`src/rtl/rand_stream_src_pkg.sv`:
```
`default_nettype none
// ============================================================================
//  Module   : rand_stream_src_pkg
//  Brief    : Shared constants and FSM encoding for the random stream source.
//  Revision : 1.0  initial release
// ============================================================================
package rand_stream_src_pkg;

  // Galois feedback mask for x^32 + x^22 + x^2 + x + 1
  localparam logic [31:0] c_LFSR_MASK    = 32'h8020_0003;
  // Substituted for an all-zero seed so the LFSR never locks up
  localparam logic [31:0] c_DEFAULT_SEED = 32'h0000_0001;

  // FSM encoding
  localparam logic [1:0] c_ST_IDLE = 2'd0;
  localparam logic [1:0] c_ST_RUN  = 2'd1;
  localparam logic [1:0] c_ST_DONE = 2'd2;

  typedef enum logic [1:0] {
    ST_IDLE = c_ST_IDLE,
    ST_RUN  = c_ST_RUN,
    ST_DONE = c_ST_DONE
  } state_t;

endpackage : rand_stream_src_pkg
`default_nettype wire

```
`src/rtl/rand_stream_src_if.sv`:
```
`default_nettype none
// ============================================================================
//  Module   : rand_stream_src_if
//  Brief    : Valid/ready word stream between the source and its sink.
//  Revision : 1.0  initial release
// ============================================================================
interface rand_stream_src_if #(
  parameter int DATA_W = 32
) ();

  logic [DATA_W-1:0] x_out;
  logic              x_valid;
  logic              x_ready;

  modport master (output x_out, output x_valid, input x_ready);
  modport slave  (input x_out, input x_valid, output x_ready);

endinterface : rand_stream_src_if
`default_nettype wire

```
`src/rtl/rand_stream_src_lfsr32_next.sv`:
```
`default_nettype none
// ============================================================================
//  Module   : lfsr32_next
//  Brief    : Combinational next-state of a 32-bit Galois LFSR (right shift,
//             mask XORed in when the outgoing lsb is 1).
//  Revision : 1.0  initial release
// ============================================================================
module lfsr32_next
  import rand_stream_src_pkg::*;
#(
  parameter logic [31:0] MASK = c_LFSR_MASK
) (
  input  wire logic [31:0] i_state,
  output logic      [31:0] o_next
);

  // Shift right; fold the feedback mask in when a 1 falls off the end
  always_comb begin
    o_next = i_state[0] ? ((i_state >> 1) ^ MASK) : (i_state >> 1);
  end

endmodule : lfsr32_next
`default_nettype wire

```
`src/rtl/rand_stream_src.sv`:
```
`default_nettype none
// ============================================================================
//  Module   : rand_stream_src
//  Brief    : Bounded stream of pseudo-random 32-bit words on a valid/ready
//             port, with burst control and a running unsigned maximum of the
//             words accepted by the sink.
//  Revision : 1.0  initial release
// ============================================================================
module rand_stream_src
  import rand_stream_src_pkg::*;
#(
  parameter int          DATA_W    = 32,
  parameter int          CNT_W     = 16,
  parameter logic [31:0] LFSR_MASK = c_LFSR_MASK
) (
  input  wire logic              clk,
  input  wire logic              rst,
  input  wire logic              i_en,
  input  wire logic              i_start,
  input  wire logic [DATA_W-1:0] i_seed,
  input  wire logic [CNT_W-1:0]  i_count,
  rand_stream_src_if.master      m_if,
  output logic                   o_busy,
  output logic                   o_done,
  output logic      [DATA_W-1:0] o_max_out
);

  state_t             r_state;
  state_t             w_state_nxt;
  logic [DATA_W-1:0]  r_lfsr;
  logic [CNT_W-1:0]   r_remaining;
  logic [DATA_W-1:0]  r_max;
  logic               r_zero_done;

  logic [DATA_W-1:0]  w_lfsr_next;
  logic               w_accept_start;
  logic               w_count_zero;
  logic               w_xfer;
  logic               w_last;

  // Next LFSR value, shared structure with the verification checker
  lfsr32_next #(
    .MASK (LFSR_MASK)
  ) u_lfsr_next (
    .i_state (r_lfsr),
    .o_next  (w_lfsr_next)
  );

  // Handshake qualifiers; a transfer only happens while enabled
  always_comb begin
    w_accept_start = (r_state == ST_IDLE) && i_en && i_start;
    w_count_zero   = (i_count == '0);
    w_xfer         = (r_state == ST_RUN) && m_if.x_ready && i_en;
    w_last         = (r_remaining == CNT_W'(1));
  end

  // State register; everything freezes while disabled
  always_ff @(posedge clk) begin
    if (rst) begin
      r_state <= ST_IDLE;
    end else if (i_en) begin
      r_state <= w_state_nxt;
    end
  end

  // Next-state logic
  always_comb begin
    w_state_nxt = r_state;
    case (r_state)
      ST_IDLE: if (w_accept_start && !w_count_zero) w_state_nxt = ST_RUN;
      ST_RUN:  if (w_xfer && w_last)                w_state_nxt = ST_DONE;
      ST_DONE:                                      w_state_nxt = ST_IDLE;
      default:                                      w_state_nxt = ST_IDLE;
    endcase
  end

  // Burst datapath: seed/count capture, word advance, running maximum
  always_ff @(posedge clk) begin
    if (rst) begin
      r_lfsr      <= '0;
      r_remaining <= '0;
      r_max       <= '0;
      r_zero_done <= 1'b0;
    end else if (i_en) begin
      // A zero-length request still answers with a single done pulse
      r_zero_done <= w_accept_start && w_count_zero;
      if (w_accept_start && !w_count_zero) begin
        r_lfsr      <= (i_seed == '0) ? DATA_W'(c_DEFAULT_SEED) : i_seed;
        r_remaining <= i_count;
        r_max       <= '0;
      end else if (w_xfer) begin
        if (r_lfsr > r_max) r_max <= r_lfsr;
        r_remaining <= r_remaining - CNT_W'(1);
        r_lfsr      <= w_lfsr_next;
      end
    end
  end

  // Outputs decoded from state and registers
  always_comb begin
    m_if.x_out   = r_lfsr;
    m_if.x_valid = (r_state == ST_RUN);
    o_busy       = (r_state == ST_RUN);
    o_done       = (r_state == ST_DONE) || r_zero_done;
    o_max_out    = r_max;
  end

endmodule : rand_stream_src
`default_nettype wire

```
`src/flat_wrapper.sv`:
```
// flat-port wrapper written by rule: the top's interface ports become plain ports
module rand_stream_src_flat import rand_stream_src_pkg::*;
#(
  parameter int          DATA_W    = 32,
  parameter int          CNT_W     = 16,
  parameter logic [31:0] LFSR_MASK = c_LFSR_MASK
)
  (clk, rst, i_en, i_start, i_seed, i_count, o_busy, o_done, o_max_out, m_if_x_out, m_if_x_valid, m_if_x_ready);
  rand_stream_src_if #(.DATA_W(DATA_W)) m_if_i ();
  input  wire logic clk;
  input  wire logic rst;
  input  wire logic i_en;
  input  wire logic i_start;
  input  wire logic [DATA_W-1:0] i_seed;
  input  wire logic [CNT_W-1:0] i_count;
  output logic o_busy;
  output logic o_done;
  output logic      [DATA_W-1:0] o_max_out;
  output wire logic [$bits(m_if_i.x_out)-1:0] m_if_x_out;
  output wire logic [$bits(m_if_i.x_valid)-1:0] m_if_x_valid;
  input wire logic [$bits(m_if_i.x_ready)-1:0] m_if_x_ready;
  assign m_if_x_out = m_if_i.x_out;
  assign m_if_x_valid = m_if_i.x_valid;
  assign m_if_i.x_ready = m_if_x_ready;
  rand_stream_src #(.DATA_W(DATA_W), .CNT_W(CNT_W), .LFSR_MASK(LFSR_MASK)) u_core (.clk(clk), .rst(rst), .i_en(i_en), .i_start(i_start), .i_seed(i_seed), .i_count(i_count), .m_if(m_if_i), .o_busy(o_busy), .o_done(o_done), .o_max_out(o_max_out));
endmodule
```
`config.mk`:
```
export PLATFORM = sky130hd
export DESIGN_NAME = rand_stream_src_flat
export DESIGN_NICKNAME = d
export VERILOG_FILES = /design/src/rtl/rand_stream_src_pkg.sv /design/src/rtl/rand_stream_src_if.sv /design/src/rtl/rand_stream_src_lfsr32_next.sv /design/src/rtl/rand_stream_src.sv /design/src/flat_wrapper.sv
export SDC_FILE = /design/constraint.sdc
export NUM_CORES = 1
export LEC_CHECK = 0
export CORE_MARGIN = 3
export CORE_UTILIZATION = 40
export CTS_BUF_LIST = sky130_fd_sc_hd__clkbuf_16
export DETAILED_ROUTE_END_ITERATION = 16
export GPL_TIMING_DRIVEN = 0
export PLACE_DENSITY = 0.74
export SLEW_MARGIN = 20
export SYNTH_ARGS = -nofsm -noshare
export SYNTH_HDL_FRONTEND = slang
export SYNTH_SLANG_ARGS = --single-unit
```
`constraint.sdc`:
```
create_clock -name clk -period 2.4 [get_ports clk]
set_input_delay 0.24 -clock clk [delete_from_list [all_inputs] [get_ports clk]]
set_output_delay 0.24 -clock clk [all_outputs]
set_load 0.1 [all_outputs]
```
# Word-level counts from Yosys, hierarchy flattened
# Cells that the tools add are included.
# Widths: inputs -> output; s select.
# classes
bitwise_logic,1
n_lt_le_gt_ge,1
n_eq_ne,5
reduce_logical,17
muxes,12
n_addsub,1
# ops
op,count
$mux 32,7
$gt 32x32->1,1
$logic_not 32->1,1
$mux 16,2
$eq 16x1->1 const B,1
$logic_not 16->1,1
$sub 16x1->16 const B,1
$logic_and 1x1->1,7
$reduce_and 3->1,2
$mux 2,2
$not 3->4,1
$pmux 2 s2,1
$reduce_bool 2->1,2
$eq 2x1->1 const B,1
$eq 2x2->1 const B,1
$logic_not 2->1,1
$ne 2x1->1 const B,1
$ne 2x2->1 const B,1
$reduce_and 2->1,1
$logic_not 1->1,1
$logic_or 1x1->1,1
# totals
output_inout_bits,67
inputBits,53
register_bits,83
wordCells,42

# Depth between registers and ports, before layout
# depth
word_depth,6
ltp_mapped,10
mapped_depth_nobuf,8

# Cells and area by module
# From an unflattened synthesis, not the netlist that was laid out.
# unflattened
cells_unflattened,612
area_unflattened_um2,5098.6
# by_module_without_submodules
module,cells_each,n_inst,area_each_um2,seq_area_each_um2
rand_stream_src,580,1,4854.7,1661.6
lfsr32_next,32,1,244.0,0.0

# Worst setup path before layout
# No wires, ideal clock.
# synth_path
path_type,register -> register
from,register u_core.r_max[23] (netlist: u_core.o_max_out[23])
to,register u_core.r_max[7] (netlist: u_core.o_max_out[7])
arrival_ps,2891
setup_ps,70
path_stages_with_launch,10
synth_period_minus_slack_ps,2961
required_ps,2330
slack_ps,-561
path_cell_list,dfxtp_1 > inv_1 > ha_1 > a21oi_2 > o21ai_1 > a221o_1 > o31a_4 > buf_6 > or4_1 > o21ai_1
# synth_via
elab_chain_len,3
# synth_rtl
item,line,rtl
from (decl),rand_stream_src.sv:32,logic [DATA_W-1:0] r_max;
from (signal assigned),rand_stream_src.sv:92,if (r_lfsr > r_max) r_max <= r_lfsr;
$gt 32x32->1,rand_stream_src.sv:92,
$reduce_bool 2->1 (no line),n/a,
$reduce_and 3->1 (no line),n/a,
# Every way passes these cells.
# A chain may end at the register's enable or synchronous reset.

# Worst setup path after layout
# layout_path
from,register u_core.r_lfsr[28] (netlist: u_core.m_if.x_out[28])
to,register u_core.r_max[2] (netlist: u_core.o_max_out[2])
# layout_via
elab_chain_len,3
# layout_rtl
item,line,rtl
from (decl),rand_stream_src.sv:30,logic [DATA_W-1:0] r_lfsr;
from (signal assigned),rand_stream_src.sv:88,r_lfsr <= (i_seed == '0) ? DATA_W'(c_DEFAULT_SEED) : i_seed;
from (signal assigned),rand_stream_src.sv:94,r_lfsr <= w_lfsr_next;
$gt 32x32->1,rand_stream_src.sv:92,
$reduce_bool 2->1 (no line),n/a,
$reduce_and 3->1 (no line),n/a,
# Every way passes these cells.

==> metrics.cfg <==
[layout]
final_cell_mix = 117 x clkdlybuf4s50_1, 100 x nand2_1, 51 x nor2_1
layout.nets = 819
finalNonFillerCells = 877
post_route_cells_drive_above_1_share_pct = 20.5
area_growth_pct = 46.3
seq_area_um2 = 1840
final_common_cell = clkdlybuf4s50_1
nFillCells = 956
fin_util_pct = 61.5
multi_input_area_um2 = 2920
diodes = 0

[power]
combPwrFrac_pct = 27.8
p_int_mw = 2.55
p_sw_mw = 1.40
p_leak_nw = 2.51
power_density_nw_per_um2 = 574
sw_frac_of_total_pct = 35.4
power_frac_clock_pct = 33.6
vdd_drop_max_uv = 371
seq_power_share_pct = 38.7

[hold_path]
min_from = rst
min_to = u_core.r_remaining[14]
hold-path-cell-count = 3
hp-class = input pin to flip-flop

[synth]
synth_area_um2 = 4700
synthArstFlopShare_pct = 0
yosysSeqAreaShare_pct = 35.4
yosys_warnings = 0
synth.net_count = 681
synthFlopType = dfxtp_1
synth_enable_flop_cells = 0
synth.distinct_cells = 53
synth_cells = 594
synth_seq_cells = 83
synth_area_per_cell_um2 = 7.91

[worst_setup_path]
cp_top_family = compound AO/OA/AOI/OAI gates
timing.rr.start = u_core.m_if.x_out[28]
path_cells = ha_1 > nand4_4 > nor2_1 > a221o_1 > o31a_4 > buf_12 > or4_1 > o21ai_1
worstSetupPathType = flip-flop to flip-flop
cp_slowest_cell = or4_1
r2r_cells = 8
worst-r2r-setup-slack_ns = 0.04
r2r_end = u_core.o_max_out[2]
worst_ep_required_time_ns = 2.67
crit_arrival_ns = 2.63
cp-end-kind = flip-flop
cp_max_fo = 6
start_kind = flip-flop
slowest_delay_ns = 0.47
crit_buf_inv = 1

[drt]
drc_errors = 0
drtIter0Drc = 368
drt_wl_total_um = 16300
vias_per_cell = 5.94
vias = 5205
dr.pass1.iters = 5
wl_per_cell_um = 18.6
ant_nets = 0

[cts]
cts_buffer_depth = 2
clk_pin_slew_ns = 0.06
cts_sinks = 83
cts_buffers = 9
cts-root-buf = clkbuf_16
cts.htree.levels = 3
ctsHoldBuffers = 0
clk_latency_ns = 0.35
cts_tree = built

[timing]
setup_violations = 0
rsz0062_at_grt = yes
slew-limit-headroom_pct = 31.5
fin_hold_ws_ns = 0.448
drv_slew = 0
max_clock_freq_ghz = 0.423
worstMarginPinSlew_ns = 1.02
hold_viol_final = 0
period_minus_slack_ns = 2.36
post-route-period-util_pct = 98.5
fin_skew_ns = 0.00726
fin_setup_tns_ns = 0
timing.final.ws_setup_ns = 0.0365

[global_routing]
grt_pass1_wl_um = 25200
antenna_found_initial = 0
grt_pass1_vias = 5039
grt_start_max_net_pins = 14
overflow = 0
track_usage_pct = 24.1

[floorplanning]
start_util_pct = 42.0
die-area_um2 = 13100
floorplan.io_pins = 120
die_w_um = 114
rows = 38
core_area_um2 = 11200
dieHeight_um = 114

[run]
drv_cap = 0

[placement]
portBuffers = 118
gp_congestion = 0.900
dp.cells = 852
hpwl_um = 12000
pre_cts_ws_ns = -0.345

[outcome]
outcome = completed

-- cells in the mapped netlist (4+ instances only) --
cell	number	area share [%]
o211ai_1	23	3.7
inv_1	41	3.3
nand2_1	100	8.0
ha_1	34	9.1
nor3_1	10	1.1
a221oi_1	4	0.75
or4_1	32	5.1
buf_1	8	0.64
nor4_1	16	2.1
o21ai_1	6	0.64
clkbuf_1	24	1.9
dfxtp_1	83	35
o21ai_0	18	1.9
nor2_1	52	4.2
a21oi_1	33	3.5
a311oi_1	28	5.2
nand4_1	10	1.3
nand3_1	8	0.85
buf_2	5	0.53
a31oi_1	4	0.53
-- worst min-delay path, stage by stage --
cell	delay, ns
clkbuf_1	0.30
a311o_1	0.17
a21oi_1	0.04
-- layout make-up --
class / count / area share (%)
sequential: 83 / 26.8
multi-input combinational: 428 / 42.5
clock buffer: 10 / 3.64
inverter: 41 / 2.24
clock inverter: 6 / 0.400
buffer: 41 / 3.17
timing repair buffer: 128 / 18.7
tap: 140 / 2.55
-- metrics by stage --
stage	power, mW	cell area (um2)
6_report	3.94	6870
5_1_grt	4.09	6870
4_1_cts	3.87	6600
3_5_place_dp	2.56	6280
3_3_place_gp	2.53	6280
2_1_floorplan	2.22	4920
-- flip-flops by register name, summed over array words and instances (netlist names) --
register and flops:
u_core.r_remaining 16, u_core.m_if.x_out 32, u_core.r_state 2, u_core.r_zero_done 1
u_core.o_max_out 32
-- per-layer routing --
metal	GRT usage [%]	vias to the layer above	wire length (um)
met4	9.98	0	574
met1	30.6	2460	6590
met5	0	-	0
met3	4.02	45	1270
met2	40.6	243	7880
li1	-	2457	-
-- power groups by stage --
stage	logic, mW	clock network, mW	registers, mW
after floorplan	0.393	0	1.83
after global placement	0.990	0	1.54
after detailed placement	1.01	0	1.55
after CTS	1.03	1.32	1.52
after global routing	1.16	1.40	1.53
final	1.09	1.32	1.52
-- logic make-up after synthesis --
family,after synthesis,synth area share (%)
buffers and inverters,83,7.40
AO/OA/AOI/OAI,138,20.7
AND/OR/NAND/NOR,248,25.9
adder cells (fa/ha/maj),34,9.05
multiplexers,2,0.453
flip-flops,83,35.4
XOR/XNOR,6,1.12
-- worst max-delay path by stage --
| stage | end | slack, ns | start | cells after the start |
|---|---|---|---|---|
| 3_3_place_gp | u_core.o_max_out[4] | -0.28 | i_count[0] | 9 |
| 2_1_floorplan | u_core.o_max_out[8] | 0.003 | u_core.o_max_out[24] | 9 |
| 4_1_cts | u_core.o_max_out[5] | 0.00007 | i_count[0] | 9 |
| 5_1_grt | u_core.o_max_out[17] | -0.03 | u_core.m_if.x_out[28] | 9 |
| 3_5_place_dp | u_core.o_max_out[5] | -0.34 | i_count[0] | 9 |
| 6_report | u_core.o_max_out[2] | 0.04 | u_core.m_if.x_out[28] | 8 |
-- timing repair --
action	4_1_cts	5_1_grt
buffers inserted	1	7
resized for setup	8	48
gates cloned	0	2
pin swaps	3	8
endpoints found under the setup margin	33	42
No activity file was read; power rests on OpenSTA's default activity.
